<file path="src/rtl/ext_irq_ctrl.sv">
// ext_irq_ctrl: PLIC-lite external interrupt controller.
// Merges NUM_SRC device lines into one registered interrupt request for the
// core. It provides per-source enable and priority, a global threshold, and a
// claim/complete handshake over a word-addressed slave port.
// Source IDs run 1..NUM_SRC; ID 0 means "no interrupt".
// Optional build macro EXT_IRQ_EDGE_EN selects rising-edge gateways.
// Without it, the gateways are level-sensitive.
module ext_irq_ctrl #(
    parameter int NUM_SRC    = 8,
    parameter int PRIO_WIDTH = 3,
    parameter int ADDR_WIDTH = 32,
    parameter int DATA_WIDTH = 32
) (
    input  logic                  clk_i,
    input  logic                  rst_i,
    input  logic [NUM_SRC-1:0]    irq_src_i,
    input  logic                  bus_ce_i,
    input  logic                  bus_we_i,
    input  logic [ADDR_WIDTH-1:0] bus_addr_i,
    input  logic [DATA_WIDTH-1:0] bus_wdata_i,
    output logic [DATA_WIDTH-1:0] bus_rdata_o,
    output logic                  irq_external_o
);

    localparam int ID_W = $clog2(NUM_SRC + 1);

    // Word offsets within the slave window (bus_addr_i[7:2])
    localparam logic [5:0] W_PENDING   = 6'd0;
    localparam logic [5:0] W_ENABLE    = 6'd1;
    localparam logic [5:0] W_THRESHOLD = 6'd2;
    localparam logic [5:0] W_CLAIM     = 6'd3;
    localparam logic [5:0] W_PRIO_BASE = 6'd4;

    // Bit i of every per-source vector belongs to source ID i+1
    logic [NUM_SRC-1:0]    pending_q;
    logic [NUM_SRC-1:0]    in_flight_q;
    logic [NUM_SRC-1:0]    enable_q;
    logic [PRIO_WIDTH-1:0] threshold_q;
    logic [PRIO_WIDTH-1:0] prio_q [NUM_SRC];
    logic [ID_W-1:0]       best_id_q;

    logic [5:0]            word;
    logic                  rd_access;
    logic                  wr_access;
    logic                  claim;
    logic                  complete;
    logic [NUM_SRC-1:0]    claim_mask;
    logic [NUM_SRC-1:0]    complete_mask;
    logic [NUM_SRC-1:0]    set_mask;
    logic [NUM_SRC-1:0]    eligible;
    logic [ID_W-1:0]       arb_id;
    logic [PRIO_WIDTH-1:0] arb_prio;
    logic                  unused_addr;

    assign word      = bus_addr_i[7:2];
    assign rd_access = bus_ce_i & ~bus_we_i;
    assign wr_access = bus_ce_i & bus_we_i;
    assign claim     = rd_access && (word == W_CLAIM);
    assign complete  = wr_access && (word == W_CLAIM);

    assign unused_addr = ^{bus_addr_i[ADDR_WIDTH-1:8], bus_addr_i[1:0]};

    // Decode the claim target (current best_id) and a valid complete target
    always_comb begin
        claim_mask    = '0;
        complete_mask = '0;
        for (int unsigned i = 0; i < NUM_SRC; i++) begin
            claim_mask[i]    = claim && (best_id_q == ID_W'(i + 1));
            complete_mask[i] = complete && (bus_wdata_i == DATA_WIDTH'(i + 1))
                               && in_flight_q[i];
        end
    end

`ifdef EXT_IRQ_EDGE_EN
    logic [NUM_SRC-1:0] src_q;

    // Previous sample of each line for rising-edge detection
    always_ff @(posedge clk_i) begin
        if (rst_i) begin
            src_q <= '0;
        end else begin
            src_q <= irq_src_i;
        end
    end

    // An edge queues one event even while the source is in flight
    assign set_mask = irq_src_i & ~src_q;
`else
    // A level-held source is blocked until its claim is completed
    assign set_mask = irq_src_i & ~in_flight_q;
`endif

    // Gateway state: claim clears pending and takes priority over a new set
    always_ff @(posedge clk_i) begin
        if (rst_i) begin
            pending_q   <= '0;
            in_flight_q <= '0;
        end else begin
            pending_q   <= (pending_q | set_mask) & ~claim_mask;
            in_flight_q <= (in_flight_q | claim_mask) & ~complete_mask;
        end
    end

    // Software-visible configuration registers
    always_ff @(posedge clk_i) begin
        if (rst_i) begin
            enable_q    <= '0;
            threshold_q <= '0;
            for (int unsigned i = 0; i < NUM_SRC; i++) begin
                prio_q[i] <= '0;
            end
        end else if (wr_access) begin
            if (word == W_ENABLE) begin
                enable_q <= bus_wdata_i[NUM_SRC:1];
            end
            if (word == W_THRESHOLD) begin
                threshold_q <= bus_wdata_i[PRIO_WIDTH-1:0];
            end
            for (int unsigned i = 0; i < NUM_SRC; i++) begin
                if (word == 6'(W_PRIO_BASE + i)) begin
                    prio_q[i] <= bus_wdata_i[PRIO_WIDTH-1:0];
                end
            end
        end
    end

    // Eligible sources: pending, enabled and above the threshold
    always_comb begin
        eligible = '0;
        for (int unsigned i = 0; i < NUM_SRC; i++) begin
            eligible[i] = pending_q[i] & enable_q[i] & (prio_q[i] > threshold_q);
        end
    end

    // Highest priority wins; strict compare in ascending ID order keeps the
    // lowest ID on a tie
    always_comb begin
        arb_id   = '0;
        arb_prio = '0;
        for (int unsigned i = 0; i < NUM_SRC; i++) begin
            if (eligible[i] && (prio_q[i] > arb_prio)) begin
                arb_id   = ID_W'(i + 1);
                arb_prio = prio_q[i];
            end
        end
    end

    // Register arbiter result and the interrupt request together
    always_ff @(posedge clk_i) begin
        if (rst_i) begin
            best_id_q      <= '0;
            irq_external_o <= 1'b0;
        end else begin
            best_id_q      <= arb_id;
            irq_external_o <= (arb_id != '0);
        end
    end

    // Combinational read mux; unmapped words and idle cycles read zero
    always_comb begin
        bus_rdata_o = '0;
        if (rd_access) begin
            case (word)
                W_PENDING:   bus_rdata_o[NUM_SRC:1]      = pending_q;
                W_ENABLE:    bus_rdata_o[NUM_SRC:1]      = enable_q;
                W_THRESHOLD: bus_rdata_o[PRIO_WIDTH-1:0] = threshold_q;
                W_CLAIM:     bus_rdata_o[ID_W-1:0]       = best_id_q;
                default: begin
                    for (int unsigned i = 0; i < NUM_SRC; i++) begin
                        if (word == 6'(W_PRIO_BASE + i)) begin
                            bus_rdata_o[PRIO_WIDTH-1:0] = prio_q[i];
                        end
                    end
                end
            endcase
        end
    end

endmodule
</file>
<file path="config.mk">
export PLATFORM = sky130hd
export DESIGN_NAME = ext_irq_ctrl
export DESIGN_NICKNAME = d
export VERILOG_FILES = /design/src/rtl/ext_irq_ctrl.sv
export SDC_FILE = /design/constraint.sdc
export NUM_CORES = 1
export LEC_CHECK = 0
export ABC_AREA = 1
export BUFFER_PORTS_ARGS = -buffer_cell sky130_fd_sc_hd__buf_4
export CAP_MARGIN = 20
export CORE_MARGIN = 1
export CORE_UTILIZATION = 40
export CTS_BUF_LIST = sky130_fd_sc_hd__clkbuf_8
export DETAILED_ROUTE_END_ITERATION = 6
export GPL_TIMING_DRIVEN = 0
export SETUP_SLACK_MARGIN = 0.5
export SLEW_MARGIN = 20
export SYNTH_ARGS = -nofsm -noshare
export SYNTH_HDL_FRONTEND = slang
export SYNTH_SLANG_ARGS = --single-unit
</file>
<file path="constraint.sdc">
create_clock -name clk_i -period 17.7 [get_ports clk_i]
set_input_delay 3.54 -clock clk_i [delete_from_list [all_inputs] [get_ports clk_i]]
set_output_delay 3.54 -clock clk_i [all_outputs]
set_load 0.005 [all_outputs]
</file>
==> out/metrics.yaml, run 1 <==
max_freq_ghz: 0.110
async_flop_share_pct: 0
vias: 4193
worstRegToRegCells: 57
gr-total-overflow: 0
multi_input_area_mm2: 0.00257
regArea_mm2: 0.00136
drv_slew: 0
cp-start-kind: "flop"
track_usage_pct: 22.2
yosysMostFrequentCell: "nand2_1"
synthCells: 585
static-leakage-power_nw: 2.34
synth_warnings: 0
drc: 0
setup_viol: 0
synthFlopType: "dfxtp_1"
nFillCells: 1040
syn2layout_area_growth_pct: 18.3
synth_area_leader_cell: "edfxtp_1"
wl_per_cell_um: 14.8
max_stage_delay_ps: 350
ys_types: 46
power-per-cell-area_mw_per_mm2: 51.4
yosys-top-cells-area: "edfxtp_1 (17%), dfxtp_1 (15%), ha_1 (12%)"
clockBufferDepth: 2
cts_tree: "done"
post_cts_buffers: 0
max_slew.worst_pin.slew_ps: 703
hold_viol: 0
hpwl_mm: 9.89
final_core_util_pct: 49.4
die_area_mm2: 0.0113
cts_made_buffers: 5
grt_max_degree: 17
path_buf_inv: 6
slowest_stage: "inv_1"
ys_ff_latch: 56
fin_nets: 790
rr_endpoint: "best_id_q[0]$_SDFF_PP0_"
grt_pass1_vias: 3941
whs_path_depth: 1
finalCriticalPeriod_ps: 9080
syn-cell-area_mm2: 0.00435
finalSetupTns_ps: 0
skew_ps: 7.43
firstDrtPassIters: 6
ant_nets: 0
ys_seq_area_share_pct: 31.3
rows: 37
clk_latency_ps: 300
hold_ws_ps: 483
cts-root-buf: "clkbuf_8"
postCtsHoldBufs: 0
outcome: "finished clean"
path_max_fanout: 9
diodes: 0
initial_core_util_pct: 41.8
period_share_pct: 51.3
die_x_um: 106
wl_mm: 12.0
die_h_um: 106
maxCapViolations: 0
core_area_mm2: 0.0104
drtIter0Drc: 339
portBuffers: 59
synth.avg_cell_area_um2: 7.44
crit_type: "flop to flop"
slew_headroom_pct: 53.1
via_per_inst: 5.18
cts_sinks: 56
worstHoldEndpoint: "in_flight_q[5]$_SDFF_PP0_"
drive_gt1_share_pct: 19.6
rsz0062_at_grt: "false"
pin_count: 109
power_mw: 0.265
hold_start: "in_flight_q[5]$_SDFF_PP0_"
grt_pass1_wl_mm: 19.5
cp.required_ps: 17890
path_clk_slew_ps: 100
synth_edf_count: 24
cts_resized: 0
cts_htree_levels: 2
cp.arrival_ps: 9270
synthTopCellsByCount: "nand2_1 (89), inv_1 (78), nor2_1 (70)"
synth_top_area_share_pct: 16.6
gp_congestion: 0.830
reg2reg_from: "threshold_q[2]$_SDFFE_PP0P_"
worstSetupEndpointType: "flop"
min_path_type: "flop to flop"
cpLargestDelayFamily: "simple AND/OR/NAND/NOR gates"
r2r_slack_ps: 8620
irDropWorstVdd_mv: 0.0290
antenna_found_initial: 0
==> worst max-delay path by stage <==
| stage | from | to | slack [ps] | depth (start not counted) |
|---|---|---|---|---|
| after floorplan | bus_addr_i[7] | bus_rdata_o[2] | 9430 | 9 |
| after global placement | bus_addr_i[7] | bus_rdata_o[2] | 8650 | 11 |
| after detailed placement | bus_addr_i[7] | bus_rdata_o[1] | 8650 | 11 |
| after CTS | threshold_q[2]$_SDFFE_PP0P_ | irq_external_o$_SDFF_PP0_ | 8620 | 59 |
| after global routing | threshold_q[2]$_SDFFE_PP0P_ | irq_external_o$_SDFF_PP0_ | 7700 | 58 |
| final | threshold_q[2]$_SDFFE_PP0P_ | best_id_q[0]$_SDFF_PP0_ | 8620 | 57 |
==> logic make-up (layout without fill, tap and decap cells) <==
group | count (synthesis) | count (layout) | synth area share [%]
AOI/OAI and AO/OA | 107 | 107 | 14.5
adders and majority gates | 41 | 41 | 11.8
buffers and inverters | 110 | 177 | 11.6
DFF | 56 | 56 | 31.3
other | 1 | 23 | 0.0862
and+or+nand+nor | 270 | 270 | 30.7
==> through the flow <==
step	setup slack, ps	std cells	cell area, um^2
global route	7700	810	5150
floorplan	9430	607	4430
CTS	8620	810	5150
detailed placement	8650	802	5050
finish	8620	810	5150
global placement	8650	802	5050
==> cells in the final DEF, fill, tap and decap left out, types with 7 or more instances in the layout <==
cell / Yosys / routed
buf_4: 23 / 82
dfxtp_1: 32 / 32
conb_1: 1 / 23
a21oi_1: 41 / 41
clkbuf_8: 0 / 7
nand3_1: 35 / 35
nor3_1: 16 / 16
o21ai_0: 29 / 29
nand4_1: 12 / 12
nand2_1: 89 / 89
nand2_2: 8 / 8
nor2_1: 70 / 70
ha_1: 41 / 41
edfxtp_1: 24 / 24
nand3_2: 8 / 8
inv_1: 78 / 79
==> metal layers <==
metal | vias to the layer above | global-route usage, % | share of wire (%)
li1 | 2126 | - | -
met1 | 1888 | 30.7 | 46
met2 | 161 | 37.4 | 46
met3 | 18 | 2.02 | 6.0
met4 | 0 | 5.26 | 1.6
met5 | - | 0 | 0
==> report_power, final <==
part / leakage (nW) / total, mW / switching [mW] / internal, mW
Clock: 0.0557 / 0.0752 / 0.0400 / 0.0353
Combinational: 1.80 / 0.0447 / 0.0246 / 0.0201
Sequential: 0.489 / 0.145 / 0.00538 / 0.139
Total: 2.34 / 0.265 / 0.0700 / 0.195
==> layout make-up <==
| cell class | count | share of cell area (%) |
|---|---|---|
| inverter | 83 | 6.15 |
| clock inverter | 1 | 0.0729 |
| tap | 136 | 3.31 |
| sequential | 56 | 26.5 |
| clock buffer | 7 | 1.87 |
| timing repair buffer | 59 | 8.61 |
| multi-input combinational | 441 | 49.9 |
| buffer | 27 | 3.67 |
==> registers in the layout, indices dropped and copies added, names as in the netlist <==
signal,cells
best_id_q,4
enable_q,8
irq_external_o,1
pending_q,8
prio_q,24
threshold_q,3
in_flight_q,8
Note: power is estimated with default switching activity, not from simulation.
==> run 2, diff against run 1 <==
- clock period: 17.7 -> 8.9 ns (I/O delays scaled with it)
==> run 2 against run 1 <==
Global-route usage grew 0.21 points. Non-clock buffer count grew 20. Sequential power is 99% higher. Largest power group unchanged. Highest routed layer unchanged.
==> out/metrics.yaml, run 2 (synthesis gave the netlist of run 1 again) <==
max_freq_ghz: 0.126
crit_type: "flop to flop"
irDropWorstVdd_mv: 0.0575
track_usage_pct: 22.5
period_share_pct: 89.1
power_mw: 0.534
final_core_util_pct: 53.0
layout.cells.non_filler: 830
fin_nets: 810
cts_tree: "done"
most-common-layout-cells: "buf_4 (101), nand2_1 (85), inv_1 (73)"
largest_reg_flops: 24
min_path_type: "flop to flop"
cts_htree_levels: 2
via_per_inst: 5.18
rows: 37
drv_slew: 0
hold_start: "in_flight_q[5]$_SDFF_PP0_"
maxCapViolations: 0
die_h_um: 106
antenna_found_initial: 0
r2r_slack_ps: 970
slowest_stage: "dfxtp_4"
grt_max_degree: 17
gp_congestion: 0.830
final_common_cell: "buf_4"
place_inst: 802
cp-start-kind: "flop"
wl_per_cell_um: 15.0
wl_mm: 12.5
core_area_mm2: 0.0104
max_stage_delay_ps: 380
regMostFlops: "prio_q"
clockBufferDepth: 2
portBuffers: 59
syn2layout_area_growth_pct: 26.8
clk_latency_ps: 310
initial_core_util_pct: 41.8
path_clk_slew_ps: 100
critPathMostFrequentCell: "nand2_1"
skew_ps: 6.03
vias: 4302
reg2reg_from: "threshold_q[2]$_SDFFE_PP0P_"
max_slew.worst_pin.slew_ps: 690
rr_endpoint: "irq_external_o$_SDFF_PP0_"
whs_path_depth: 1
cts-root-buf: "clkbuf_8"
drtIter0Drc: 382
ant_nets: 0
diodes: 0
gr-total-overflow: 0
hold_ws_ps: 485
outcome: "finished clean"
drive_gt1_share_pct: 27.1
grt_pass1_wl_mm: 19.7
hpwl_mm: 9.89
pin_count: 109
setup_viol: 0
grt_pass1_vias: 3967
cts_made_buffers: 5
worstSetupStartpoint: "threshold_q[2]$_SDFFE_PP0P_"
firstDrtPassIters: 5
postCtsHoldBufs: 0
static-leakage-power_nw: 2.46
cp.arrival_ps: 8120
worstSetupEndpointType: "flop"
power-per-cell-area_mw_per_mm2: 96.7
die_x_um: 106
hold_viol: 0
crit_end: "irq_external_o$_SDFF_PP0_"
path_max_fanout: 8
worstRegToRegCells: 59
slew_headroom_pct: 54.0
finalCriticalPeriod_ps: 7930
cts_sinks: 56
die_area_mm2: 0.0113
rsz0062_at_grt: "false"
drc: 0
cp.required_ps: 9090
run 2: cell types whose count changed in the layout (fill, tap and decap cells not counted), sizes merged:
cell / change
inv: -2
buf: +20
clkinvlp: +2
run 2: worst min path at each step:
stage / endpoint / slack [ps]
final: in_flight_q[5]$_SDFF_PP0_ / 480
after global routing: in_flight_q[5]$_SDFF_PP0_ / 500
after CTS: in_flight_q[5]$_SDFF_PP0_ / 480
after detailed placement: in_flight_q[5]$_SDFF_PP0_ / 470
after global placement: in_flight_q[5]$_SDFF_PP0_ / 460
after floorplan: in_flight_q[5]$_SDFF_PP0_ / 440
run 2: layout make-up:
type | instances | area [um^2]
plain buffers | 27 | 189
clock buffers | 7 | 96.3
flip-flops and latches | 56 | 1370
fillers | 1005 | 4900
clock inverters | 1 | 3.75
multi-input cells | 441 | 2770
inverters | 83 | 324
well taps | 136 | 170
repair buffers | 79 | 597
run 2: power breakdown:
part / total (mW) / internal, mW / switching (mW)
sequential: 0.288 / 0.277 / 0.0117
clock: 0.150 / 0.0701 / 0.0801
combinational: 0.0951 / 0.0434 / 0.0517
run 2: worst max-delay path: cells and delay by family, from the launching register on:
kind,cells,cell delay [ps]
DFF,1,380
buffers and inverters,5,440
adders and majority gates,8,2090
AOI/OAI and AO/OA,6,890
and+or+nand+nor,40,4030
run 2: through the flow:
| step | area [um^2] | setup TNS (ps) | worst slack, ps |
|---|---|---|---|
| after floorplan | 4430 | 0 | 1160 |
| after global placement | 5050 | 0 | 30.9 |
| after detailed placement | 5050 | -428 | -127 |
| after CTS | 5190 | 0 | 523 |
| after global routing | 5520 | 0 | 465 |
| final | 5520 | 0 | 968 |
run 2: repair_timing:
item,4_1_cts,5_1_grt
setup endpoints to repair,5,5
buffers inserted,3,17
pin swaps,1,26
resized for setup,11,39
run 2: layer usage:
metal | vias to the layer above | part of all wire (%) | global-route usage [%]
li1 | 2165 | - | -
met1 | 1944 | 45 | 30.7
met2 | 169 | 46 | 37.2
met3 | 24 | 6.5 | 2.21
met4 | 0 | 2.7 | 6.94
met5 | - | 0 | 0
